==> src/rtl/subckt_stim_gen.sv <==
// LFSR stimulus generator for a small subcircuit, with pipelined response capture and fire statistics.
// Define SUBCKT_STIM_MISR_EN to add a 16-bit response MISR on the signature port.
module subckt_stim_gen #(
    parameter int PIPE_LAT = 3,
    parameter int CNT_W    = 12
) (
    input  logic             I1470_clk,
    input  logic             I1477_rst,
    input  logic             start,
    input  logic [15:0]      seed,
    input  logic [CNT_W-1:0] num_vec,
    output logic [3:0]       stim_out,
    output logic             stim_valid,
    input  logic             resp_in,
    output logic             busy,
    output logic             done,
    output logic [CNT_W-1:0] fire_cnt,
    output logic [CNT_W-1:0] first_fire_idx
`ifdef SUBCKT_STIM_MISR_EN
    ,
    output logic [15:0]      signature
`endif
);

    // state | meaning
    // IDLE  | waiting for start
    // LOAD  | seed LFSR, clear results (1 cycle)
    // DRIVE | one stimulus vector per cycle
    // DRAIN | PIPE_LAT cycles for in-flight responses
    // DONE  | one-cycle done pulse
    typedef enum logic [2:0] {
        S_IDLE,
        S_LOAD,
        S_DRIVE,
        S_DRAIN,
        S_DONE
    } state_t;

    localparam logic [CNT_W-1:0] ONE        = CNT_W'(1);
    localparam logic [CNT_W-1:0] ALL_ONES   = '1;
    localparam logic [2:0]       DRAIN_INIT = 3'(PIPE_LAT - 1);

    function automatic logic [15:0] lfsr_step(input logic [15:0] v);
        return {v[14:0], v[15] ^ v[13] ^ v[12] ^ v[10]};
    endfunction

    state_t           r_state;
    state_t           w_next;
    logic [15:0]      r_lfsr;
    logic [CNT_W-1:0] r_vec_idx;
    logic [CNT_W-1:0] r_num_vec;
    logic [2:0]       r_drain_cnt;
    logic [PIPE_LAT-1:0] r_dl_valid;
    logic [CNT_W-1:0] r_dl_idx [PIPE_LAT];
    logic [CNT_W-1:0] r_fire_cnt;
    logic [CNT_W-1:0] r_first_fire_idx;
    logic             w_capture;
    logic             w_load;
    logic             w_clear;
    logic             w_drain_start;
    logic             w_sample;

    always_ff @(posedge I1470_clk or negedge I1477_rst) begin
        if (!I1477_rst) begin
            r_state <= S_IDLE;
        end else begin
            r_state <= w_next;
        end
    end

    always_comb begin
        w_next        = r_state;
        w_capture     = 1'b0;
        w_load        = 1'b0;
        w_clear       = 1'b0;
        w_drain_start = 1'b0;
        case (r_state)
            S_IDLE: begin
                if (start) begin
                    if (num_vec != '0) begin
                        w_next    = S_LOAD;
                        w_capture = 1'b1;
                    end else begin
                        w_next  = S_DONE;
                        w_clear = 1'b1;
                    end
                end
            end
            S_LOAD: begin
                w_load = 1'b1;
                w_next = S_DRIVE;
            end
            S_DRIVE: begin
                if (r_vec_idx == r_num_vec - ONE) begin
                    w_next        = S_DRAIN;
                    w_drain_start = 1'b1;
                end
            end
            S_DRAIN: begin
                if (r_drain_cnt == 3'd0) begin
                    w_next = S_DONE;
                end
            end
            S_DONE: begin
                w_next = S_IDLE;
            end
            default: begin
                w_next = S_IDLE;
            end
        endcase
    end

    assign stim_valid = (r_state == S_DRIVE);
    assign stim_out   = stim_valid ? r_lfsr[3:0] : 4'h0;
    assign busy       = (r_state == S_LOAD) || (r_state == S_DRIVE) || (r_state == S_DRAIN);
    assign done       = (r_state == S_DONE);
    assign w_sample   = r_dl_valid[PIPE_LAT-1];

    always_ff @(posedge I1470_clk or negedge I1477_rst) begin
        if (!I1477_rst) begin
            r_lfsr      <= '0;
            r_vec_idx   <= '0;
            r_num_vec   <= '0;
            r_drain_cnt <= '0;
            r_dl_valid  <= '0;
            for (int i = 0; i < PIPE_LAT; i++) begin
                r_dl_idx[i] <= '0;
            end
        end else begin
            if (w_capture) begin
                r_num_vec <= num_vec;
            end
            // An all-zero seed would lock the LFSR, so it is replaced by 1.
            if (w_load) begin
                r_lfsr    <= (seed == 16'h0000) ? 16'h0001 : seed;
                r_vec_idx <= '0;
            end else if (r_state == S_DRIVE) begin
                r_lfsr    <= lfsr_step(r_lfsr);
                r_vec_idx <= r_vec_idx + ONE;
            end
            if (w_drain_start) begin
                r_drain_cnt <= DRAIN_INIT;
            end else if ((r_state == S_DRAIN) && (r_drain_cnt != 3'd0)) begin
                r_drain_cnt <= r_drain_cnt - 3'd1;
            end
            r_dl_valid[0] <= stim_valid;
            r_dl_idx[0]   <= r_vec_idx;
            for (int i = 1; i < PIPE_LAT; i++) begin
                r_dl_valid[i] <= r_dl_valid[i-1];
                r_dl_idx[i]   <= r_dl_idx[i-1];
            end
        end
    end

    always_ff @(posedge I1470_clk or negedge I1477_rst) begin
        if (!I1477_rst) begin
            r_fire_cnt       <= '0;
            r_first_fire_idx <= ALL_ONES;
        end else if (w_load || w_clear) begin
            r_fire_cnt       <= '0;
            r_first_fire_idx <= ALL_ONES;
        end else if (w_sample && resp_in) begin
            if (r_fire_cnt != ALL_ONES) begin
                r_fire_cnt <= r_fire_cnt + ONE;
            end
            // Vector indices never reach all-ones, so it doubles as "no fire yet".
            if (r_first_fire_idx == ALL_ONES) begin
                r_first_fire_idx <= r_dl_idx[PIPE_LAT-1];
            end
        end
    end

    assign fire_cnt       = r_fire_cnt;
    assign first_fire_idx = r_first_fire_idx;

`ifdef SUBCKT_STIM_MISR_EN
    logic [15:0] r_sig;

    always_ff @(posedge I1470_clk or negedge I1477_rst) begin
        if (!I1477_rst) begin
            r_sig <= '0;
        end else if (w_load || w_clear) begin
            r_sig <= '0;
        end else if (w_sample) begin
            r_sig <= lfsr_step(r_sig) ^ {15'b0, resp_in};
        end
    end

    assign signature = r_sig;
`endif

endmodule
==> config.mk <==
export PLATFORM = sky130hd
export DESIGN_NAME = subckt_stim_gen
export DESIGN_NICKNAME = d
export VERILOG_FILES = /design/src/rtl/subckt_stim_gen.sv
export SDC_FILE = /design/constraint.sdc
export NUM_CORES = 1
export LEC_CHECK = 0
export CORE_MARGIN = 3
export CORE_UTILIZATION = 55
export DETAILED_ROUTE_END_ITERATION = 8
export GPL_TIMING_DRIVEN = 1
export PLACE_DENSITY = 0.8
export SLEW_MARGIN = 20
export SYNTH_ARGS = -nofsm -noshare
export SYNTH_HDL_FRONTEND = slang
export SYNTH_SLANG_ARGS = --single-unit
==> constraint.sdc <==
create_clock -name I1470_clk -period 6.07 [get_ports I1470_clk]
set_input_delay 1.821 -clock I1470_clk [delete_from_list [all_inputs] [get_ports I1470_clk]]
set_output_delay 1.821 -clock I1470_clk [all_outputs]
set_load 0.005 [all_outputs]
Yosys cells after proc, flatten, opt, wreduce, memory -nomap -nowiden
Index checks and enable logic that the tools add are counted.

Flip-flop bits (word level): 109. Bits in latches: 0. Memory bits (writable): 0. Bits in read-only memories: 0. Bits of input ports: 32. Logic and storage cells: 74. Memories kept: 0.

Add/subtract/negate cells: 4. $mul: 0. Divide/modulo/power cells: 0. Magnitude comparators: 0. Equal/unequal tests: 10. Shift operators: 0. Mux-type cells: 28. Bitwise logic cells: 3. Reduce and logical (&&, ||, !) cells: 18.

Operators with widths (count): $mux W12 (8); $mux W16 (3); $add A12 B1 Y12 const B (2); $mux W3 (6); $logic_not A16 Y1 (1); $eq A12 B12 Y1 (1); $eq A12 B12 Y1 const B (1); $ne A12 B12 Y1 const B (1); $pmux W3 S4 (1); $reduce_bool A12 Y1 (1); $sub A12 B1 Y12 const B (1); $reduce_bool A2 Y1 (5); $mux W1 (9); $eq A3 B2 Y1 const B (2); $logic_not A3 Y1 (2); $mux W4 (1); $ne A2 B2 Y1 const B (2); $reduce_and A2 Y1 (2); $eq A3 B1 Y1 const B (1); $eq A3 B3 Y1 const B (1); $logic_or A1 B1 Y1 (3); $reduce_and A3 Y1 (1); $reduce_bool A3 Y1 (1); $sub A3 B1 Y3 const B (1); 3 further kinds (6).

Depth between registers and ports, before layout
Gate-level depths: netlist (run 1).

Depth after elaboration: 7. Gate-level depth with buffers: 8.

Worst setup path after synthesis (run 1)
Ideal clock, no wire load.

Kind: input to register. From: in num_vec[2]. To: reg r_state[0]. Library setup time: 0.131 ns. Arrival time: 3.063 ns. Setup slack: 2.876 ns. Cell stages on the path: 6. Buffers on the path: 2. Cell sequence: nor4_1 nand3_1 and4b_1 clkbuf_1 clkbuf_1 or3_1.

Cells in the longest elaborated chain, start to end: 4.

Ends and longest elaborated chain: from (decl) (RTL line 11) `input logic [CNT_W-1:0] num_vec,`; $reduce_bool A12 Y1 (RTL line 80) `if (num_vec != '0) begin`; $mux W3 (RTL line 80); $mux W3 (RTL line 79) `if (start) begin`; $pmux W3 S4 (RTL line 77) `case (r_state)`; to (signal assigned) (RTL line 67) `r_state <= w_next;`; to (decl) (RTL line 47) `state_t r_state;`.

Every way passes these cells. The select of a mux whose other input is x is not followed. A chain may end at the register's enable or synchronous reset.

Final worst setup path (run 1)
From: reg r_state[2]. To: out stim_out[2].

Cells in the longest elaborated chain, start to end: 2.

Ends and longest elaborated chain: $eq A3 B2 Y1 (RTL line 113) `assign stim_valid = (r_state == S_DRIVE);`; $mux W4 (RTL line 114) `assign stim_out = stim_valid ? r_lfsr[3:0] : 4'h0;`; to (decl) (RTL line 12) `output logic [3:0] stim_out,`.

Every way passes these cells.

==> results of run 1 <==
==> metal layers <==
| metal | part of all wire | vias up | GRT usage |
|---|---|---|---|
| met2 | 0.48 | 79 | 0.310 |
| met1 | 0.46 | 1561 | 0.266 |
| met5 | 0 | - | 0 |
| met3 | 0.040 | 14 | 0.0280 |
| li1 | - | 1561 | - |
| met4 | 0.021 | 0 | 0.0884 |
==> per-stage QoR <==
stage	cells	hold slack, ns	utilization	power, mW	cell area, um2
after detailed placement	568	0.335	0.667	1.99	5290
after global routing	584	0.356	0.697	2.66	5530
after CTS	584	0.352	0.697	2.50	5530
after floorplan	419	0.331	-	1.68	4600
after global placement	568	0.331	0.667	1.95	5290
final	584	0.355	0.697	2.49	5530
==> cells in the mapped netlist, types with 2 or more instances <==
cell type / number / area share
inv_1: 9 / 0.0073
and4_1: 2 / 0.0038
o21ai_0: 21 / 0.023
nand3b_1: 2 / 0.0033
dfrtp_1: 97 / 0.53
nand2b_1: 2 / 0.0027
nor3_1: 9 / 0.0098
nor2_1: 61 / 0.050
dfstp_2: 12 / 0.069
xnor2_1: 23 / 0.044
xor2_1: 18 / 0.034
a22o_1: 3 / 0.0057
nand4_1: 8 / 0.011
and2_1: 9 / 0.012
a221o_1: 4 / 0.0087
nor4_1: 6 / 0.0082
and3_1: 3 / 0.0041
nand2_1: 37 / 0.030
a21oi_1: 7 / 0.0076
or4_1: 3 / 0.0049
nor2b_1: 2 / 0.0027
ha_1: 5 / 0.014
or3_1: 3 / 0.0041
o22ai_1: 8 / 0.011
a211oi_1: 3 / 0.0049
a31oi_1: 5 / 0.0068
clkbuf_1: 16 / 0.013
nand3_1: 11 / 0.012
mux2_2: 9 / 0.022
buf_6: 2 / 0.0049
==> how the worst max path moves through the flow <==
stage | to | slack (ns) | depth (start not counted)
after floorplan | r_state[0] | 2.88 | 6
after detailed placement | stim_out[3] | 2.32 | 5
after global routing | stim_out[2] | 1.74 | 5
after global placement | stim_out[0] | 2.37 | 5
final | stim_out[2] | 1.90 | 5
after CTS | stim_out[2] | 1.90 | 5
==> cells by family after synthesis <==
family	share of synthesized area
buffers and inverters	0.0253
muxes	0.0242
and+or+nand+nor	0.179
xor gates and xnor gates	0.0781
adders and majority gates	0.0136
AOI/OAI and AO/OA	0.0835
DFF	0.596
==> where the power goes <==
part | switching [mW] | total (mW) | internal (mW) | leakage [nW]
registers | 0.195 | 1.15 | 0.958 | 1.38
clock network | 0.246 | 0.506 | 0.260 | 0.122
logic | 0.414 | 0.826 | 0.413 | 0.892
==> final cells by class <==
cell class	instances	area [um2]	area share
clock inverters	5	88.8	0.0161
flip-flops and latches	109	2740	0.496
clock buffers	11	151	0.0274
inverters	9	33.8	0.00611
multi-input cells	283	1740	0.315
repair buffers	65	641	0.116
well taps	102	128	0.0231
==> critical path, delay by kind of cell (launching register included) <==
kind,cells,cell delay (ns)
buf+inv,2,0.90
flops,1,0.49
simple gates,3,0.59
==> state kept, by name (all words and copies together) (netlist names) <==
signal / count
r_lfsr: 16
r_drain_cnt: 3
fire_cnt: 12
r_vec_idx: 12
r_dl_valid: 3
r_num_vec: 12
first_fire_idx: 12
r_dl_idx: 36
r_state: 3
==> out/qor.yml, run 1 <==
status: "finished, final reports clean"
critPathMaxStageDelay_ns: 0.51
wl_mm: 8.78
synthFlopType: "dfrtp_1"
worst_skew_pair.late_latency_ns: 0.37
die_h_um: 97.5
hold_violations: 0
vias: 3215
worst_setup_path_start_kind: "flip-flop"
drv_cap: 0
cp.required_ns: 4.25
gr-total-overflow: 0
slew_headroom: 0.492
hold_depth: 0
pre_cts_ws_ns: 2.32
viasPerCell: 5.51
setup-violations-final: 0
startpoint: "r_state[2]"
tightest_slew_ns: 0.762
postSynth.asyncResetShare: 1.00
fin_setup_tns_ns: 0
track_usage: 0.195
postCtsHoldBufs: 0
grt_pass1_vias: 3071
p_per_area_nw_per_um2: 450
htreeDepth: 3
ios: 63
drt-initial-drc-count: 178
die_w_um: 97.5
netlist_area_um2: 4600
dp_hpwl_mm: 6.42
diodes: 0
finalCritPeriodShare: 0.687
crit_fanout: 16
p_leak_nw: 2.40
synthCells: 419
r2r_slack_ns: 3.28
most-common-layout-cells: "dfrtp_1, nor2_1, clkdlybuf4s50_1"
core_area_um2: 7930
worstPathArrival_ns: 2.35
rsz0062_at_grt: "no"
clkTransAtPathRegs_ns: 0.10
synth_edf_count: 0
cts_resized: 0
grt_max_degree: 66
hp-class: "reg2reg"
ys_ff_latch: 109
cts_buffer_depth: 2
numCtsBuffers: 9
grt_pass1_wl_mm: 14.9
cpMaxStageDelayCell: "clkdlybuf4s50_1"
post-route-drc-count: 0
grt_antenna_before_repair: 0
first_pass_iters: 4
cts.sinks: 109
hp-start: "r_dl_idx[24]"
path_cells: "nor2_1, nand2_2, inv_1, and2_1, clkdlybuf4s50_1"
skew_ns: 0.00774
root_buffer: "clkbuf_8"
drive_gt1_frac: 0.0996
fp.dieArea_um2: 9500
ir_worst_vdd_mv: 0.250
row_count: 32
initial_core_util: 0.580
fillers: 584
synthesis.nets: 456
ant_nets: 0
crit_path_end_kind: "output port"
min_period_ns: 4.17
ys_seq_area_frac: 0.596
rr_worst_depth: 8
whs_endpoint: "r_dl_idx[12]"
final_common_cell: "dfrtp_1"
area_delta_synth_final_pct: 20.1
r2r-end: "r_state[0]"
gp_congestion: 0.820
post_synth_num_cell_types: 49
yosysWarnings: 0
setup_ws_ns: 1.90
syn_avg_cell_area_um2: 11.0
wl_per_cell_um: 15.0
r2r-start: "r_state[2]"
final_nets: 514
critical_path_class: "reg2out"
max_freq_ghz: 0.240
slew_viol_final: 0
cts_tree: "built"
post_cts.repair.setup_buffers: 0
io_buffer_count: 62
Power figures use the tool's default switching activity.
==> inputs of run 2 (changes only) <==
--- a/config.mk
+++ b/config.mk
@@ -6,10 +6,10 @@
 export NUM_CORES = 1
 export LEC_CHECK = 0
 export CORE_MARGIN = 3
-export CORE_UTILIZATION = 55
+export CORE_UTILIZATION = 49
 export DETAILED_ROUTE_END_ITERATION = 8
 export GPL_TIMING_DRIVEN = 1
-export PLACE_DENSITY = 0.8
+export PLACE_DENSITY = 0.75
 export SLEW_MARGIN = 20
 export SYNTH_ARGS = -nofsm -noshare
 export SYNTH_HDL_FRONTEND = slang
==> constraint.sdc (replaced) <==
create_clock -name I1470_clk -period 3.7 [get_ports I1470_clk]
set_input_delay 1.11 -clock I1470_clk [delete_from_list [all_inputs] [get_ports I1470_clk]]
set_output_delay 1.11 -clock I1470_clk [all_outputs]
set_load 0.005 [all_outputs]
==> run 2 against run 1 <==
Against the previous run: sequential power is 63% higher; first-iteration DRC count is 22% lower; register-to-register slack worse by 2.4 ns; non-clock buffer count stayed put; critical endpoint is now stim_out[1]; largest cell class unchanged; highest routed layer unchanged.
==> out/qor.yml, run 2 (synthesized netlist as in run 1, its figures left out) <==
diodes: 0
finalCritPeriodShare: 0.936
hp-class: "reg2reg"
critical_path_class: "reg2out"
r2r-start: "r_state[2]"
min_period_ns: 3.46
io_buffer_count: 62
die_h_um: 103
cpMaxStageDelayCell: "clkdlybuf4s50_1"
fillers: 744
status: "finished, final reports clean"
viasPerCell: 5.40
critPathMaxStageDelay_ns: 0.53
top_register: "r_dl_idx"
final_nets: 514
setup-violations-final: 0
cts.sinks: 109
post-route-drc-count: 0
most-common-layout-cells: "dfrtp_1, nor2_1, clkdlybuf4s50_1"
crit_fanout: 16
startpoint: "r_state[2]"
ios: 63
dp_hpwl_mm: 5.98
fp.dieArea_um2: 10600
gr-total-overflow: 0
cp.required_ns: 2.59
numCtsBuffers: 9
die_w_um: 103
vias: 3187
cts_resized: 0
gp_congestion: 0.879
ir_worst_vdd_mv: 0.457
cp.depth: 5
postCtsHoldBufs: 0
p_per_area_nw_per_um2: 712
slew_viol_final: 0
grt_pass1_vias: 2965
reg_top3: "r_dl_idx: 36 flops, r_lfsr: 16 flops"
slew_headroom: 0.490
drv_cap: 0
path_cells: "nor2_1, nand2_2, inv_1, and2_1, clkdlybuf4s50_1"
initial_core_util: 0.515
row_count: 34
worst_skew_pair.late_latency_ns: 0.37
ant_nets: 0
cp_top_family: "buffers and inverters"
grt_pass1_wl_mm: 13.9
cts_buffer_depth: 2
root_buffer: "clkbuf_8"
tightest_slew_ns: 0.766
max_freq_ghz: 0.289
crit_end: "stim_out[1]"
rsz0062_at_grt: "no"
dp_cells: 574
post_cts.repair.setup_buffers: 0
final_common_cell: "dfrtp_1"
drive_gt1_frac: 0.0996
track_usage: 0.168
r2r_slack_ns: 0.91
fin_util: 0.618
largest_reg_flops: 36
crit_path_end_kind: "output port"
worst_setup_path_start_kind: "flip-flop"
wl_per_cell_um: 14.0
skew_ns: 0.0147
grt_antenna_before_repair: 0
critical_path_buf_inv_count: 2
p_total_mw: 3.93
fin_setup_tns_ns: 0
p_leak_nw: 2.39
r2r-end: "r_state[0]"
hold_violations: 0
rr_worst_depth: 8
htreeDepth: 3
wl_mm: 8.25
cts_tree: "built"
core_area_um2: 8930
holdWs_ns: 0.346
drt-initial-drc-count: 139
instances_no_fill: 590
worstPathArrival_ns: 2.35
grt_max_degree: 64
first_pass_iters: 4
clkTransAtPathRegs_ns: 0.12
area_delta_synth_final_pct: 20.0
run 2: layout make-up:
type	count	area (um2)	area share
flip-flops and latches	109	2740	0.497
multi-input cells	283	1740	0.315
repair buffers	65	653	0.118
well taps	108	135	0.0245
clock buffers	9	124	0.0224
clock inverters	7	91.3	0.0165
inverters	9	33.8	0.00612
run 2: power breakdown:
| part | internal, mW | switching (mW) |
|---|---|---|
| Combinational | 0.679 | 0.650 |
| Sequential | 1.57 | 0.310 |
| Clock | 0.275 | 0.444 |
| Total | 2.53 | 1.40 |
run 2: per-layer routing:
layer / routed length (um) / track usage
met1: 3750 / 0.230
met2: 4080 / 0.269
met4: 106 / 0.0518
met3: 305 / 0.0365
met5: 0 / 0
run 2: how the worst min path moves through the flow:
stage                 start           end  slack, ns  depth (start not counted)
2_1_floorplan  r_dl_idx[12]   r_dl_idx[0]       0.33                          0
3_3_place_gp   r_dl_idx[34]  r_dl_idx[22]       0.33                          0
3_5_place_dp   r_dl_idx[26]  r_dl_idx[14]       0.33                          0
4_1_cts        r_dl_idx[29]  r_dl_idx[17]       0.35                          0
5_1_grt        r_dl_idx[23]  r_dl_idx[11]       0.34                          0
6_report       r_dl_idx[21]   r_dl_idx[9]       0.35                          0
run 2: stage by stage:
stage	instance area, um2	setup slack (ns)
after global placement	5310	0.671
after CTS	5520	0.211
after global routing	5520	0.0382
after detailed placement	5310	0.634
after floorplan	4600	1.22
final	5520	0.236
==> inputs of run 3 (changes only) <==
--- a/config.mk
+++ b/config.mk
@@ -6,10 +6,11 @@
 export NUM_CORES = 1
 export LEC_CHECK = 0
 export CORE_MARGIN = 3
-export CORE_UTILIZATION = 49
+export CORE_UTILIZATION = 51
+export CTS_BUF_LIST = sky130_fd_sc_hd__clkbuf_4 sky130_fd_sc_hd__clkbuf_8
 export DETAILED_ROUTE_END_ITERATION = 8
 export GPL_TIMING_DRIVEN = 1
-export PLACE_DENSITY = 0.75
+export PLACE_DENSITY = 0.78
 export SLEW_MARGIN = 20
 export SYNTH_ARGS = -nofsm -noshare
 export SYNTH_HDL_FRONTEND = slang
==> constraint.sdc (replaced) <==
create_clock -name I1470_clk -period 3.16 [get_ports I1470_clk]
set_input_delay 0.948 -clock I1470_clk [delete_from_list [all_inputs] [get_ports I1470_clk]]
set_output_delay 0.948 -clock I1470_clk [all_outputs]
set_load 0.005 [all_outputs]
==> run 3 against run 2 <==
Against the previous run: clock skew shrank 0.0085 ns; non-clock buffer count grew 4; global-route usage grew 0.40 points; power grew 17%; hold slack gained 0.0040 ns; core utilization grew 1.4 points; flip-flop and latch count is the same; via count grew 0.56%; highest routed layer unchanged; die area shrank 3.7%; cell area grew 0.34%; sequential share of layout area shrank 0.17 points.
==> out/qor.yml, run 3 (synthesized netlist as in run 1, its figures left out) <==
status: "finished, final reports clean"
cp.required_ns: 2.21
grt_max_degree: 56
finalCritPeriodShare: 0.936
wl_per_cell_um: 13.7
initial_core_util: 0.525
vias: 3205
fin_setup_tns_ns: 0
cts_buffer_depth: 2
drt-initial-drc-count: 109
final_nets: 518
numCtsBuffers: 9
cts_tree: "built"
p_comb_frac: 0.346
gr-total-overflow: 0
die_w_um: 101
sw_frac_of_total: 0.348
dp_hpwl_mm: 5.97
tightest_slew_ns: 0.689
cts_resized: 0
row_count: 34
worst_setup_path_start_kind: "flip-flop"
cts.sinks: 109
wl_mm: 8.15
clkTransAtPathRegs_ns: 0.10
critical_path_class: "reg2out"
worstPathArrival_ns: 2.01
min_period_ns: 2.96
switchingPower_mw: 1.60
p_int_mw: 3.00
root_buffer: "clkbuf_8"
track_usage: 0.172
post_cts.repair.setup_buffers: 0
rsz0062_at_grt: "no"
slew_headroom: 0.537
grt_antenna_before_repair: 0
largest_reg_flops: 36
crit_fanout: 16
gp_congestion: 0.878
viasPerCell: 5.40
post-route-drc-count: 0
grt_pass1_vias: 3071
final_common_cell: "dfrtp_1"
crit_path_end_kind: "output port"
postCtsHoldBufs: 0
ir_worst_vdd_mv: 0.494
top_register: "r_dl_idx"
slew_viol_final: 0
p_per_area_nw_per_um2: 831
first_pass_iters: 4
hp-class: "reg2reg"
p_leak_nw: 2.40
grt_pass1_wl_mm: 14.0
core_area_um2: 8760
clkPwrFrac: 0.177
diodes: 0
drv_cap: 0
fp.dieArea_um2: 10200
stdcell_area_um2: 5540
area_delta_synth_final_pct: 20.4
most-common-layout-cells: "dfrtp_1, nor2_1, clkdlybuf4s50_1"
skew_ns: 0.00626
fin_util: 0.632
max_freq_ghz: 0.338
htreeDepth: 3
pwr-share-seq: 0.476
io_buffer_count: 62
die_h_um: 101
placed_cell_area_um2: 5340
reg_top3: "r_dl_idx: 36 flops, r_lfsr: 16 flops"
hold_violations: 0
setup-violations-final: 0
ant_nets: 0
worst_skew_pair.late_latency_ns: 0.36
ios: 63
drive_gt1_frac: 0.109
holdWs_ns: 0.350
[run 3: final timing paths]
path                         startpoint                end  slack, ns  cells past startpoint
setup / recovery             r_state[0]        stim_out[3]       0.20                      5
hold / removal             r_dl_idx[25]       r_dl_idx[13]       0.35                      0
setup reg to reg             r_state[0]         r_state[0]       0.53                      9
hold reg to reg            r_dl_idx[25]       r_dl_idx[13]       0.35                      0
max in group asynchronous     I1477_rst  first_fire_idx[4]       1.77                      2
min in group asynchronous     I1477_rst        r_dl_idx[9]       0.62                      1
[run 3: power by group through the flow]
stage / registers, mW / clock network (mW) / logic, mW
floorplan: 2.11 / 0 / 1.13
global placement: 2.19 / 0 / 1.54
detailed placement: 2.22 / 0 / 1.60
CTS: 2.19 / 0.846 / 1.61
global route: 2.26 / 0.903 / 1.80
finish: 2.19 / 0.817 / 1.59
[run 3: stage by stage]
stage	worst slack, ns	power [mW]	cells
after floorplan	0.839	3.23	419
after global placement	0.341	3.73	578
after detailed placement	0.311	3.82	578
after CTS	0.0986	4.65	594
after global routing	0.0184	4.96	594
final	0.201	4.61	594
[run 3: area by class of cell]
class,instances,area [um2]
Fill cell,681,3220
Sequential cell,109,2740
Multi-Input combinational cell,283,1740
Timing Repair Buffer,69,683
Clock buffer,11,151
Tap cell,108,135
Clock inverter,5,52.6
Inverter,9,33.8
[run 3: worst max-delay path: stages (launching register included)]
cell	delay (ns)
dfrtp_1	0.43
nor2_1	0.14
nand2_2	0.20
inv_2	0.19
and2_1	0.18
clkdlybuf4s50_1	0.51
[run 3: layer usage]
metal / track usage / vias to the layer above / share of wire
met4: 0.0583 / 0 / 0.012
met2: 0.270 / 55 / 0.49
met1: 0.241 / 1564 / 0.46
li1: - / 1577 / -
met3: 0.0325 / 9 / 0.035
met5: 0 / - / 0
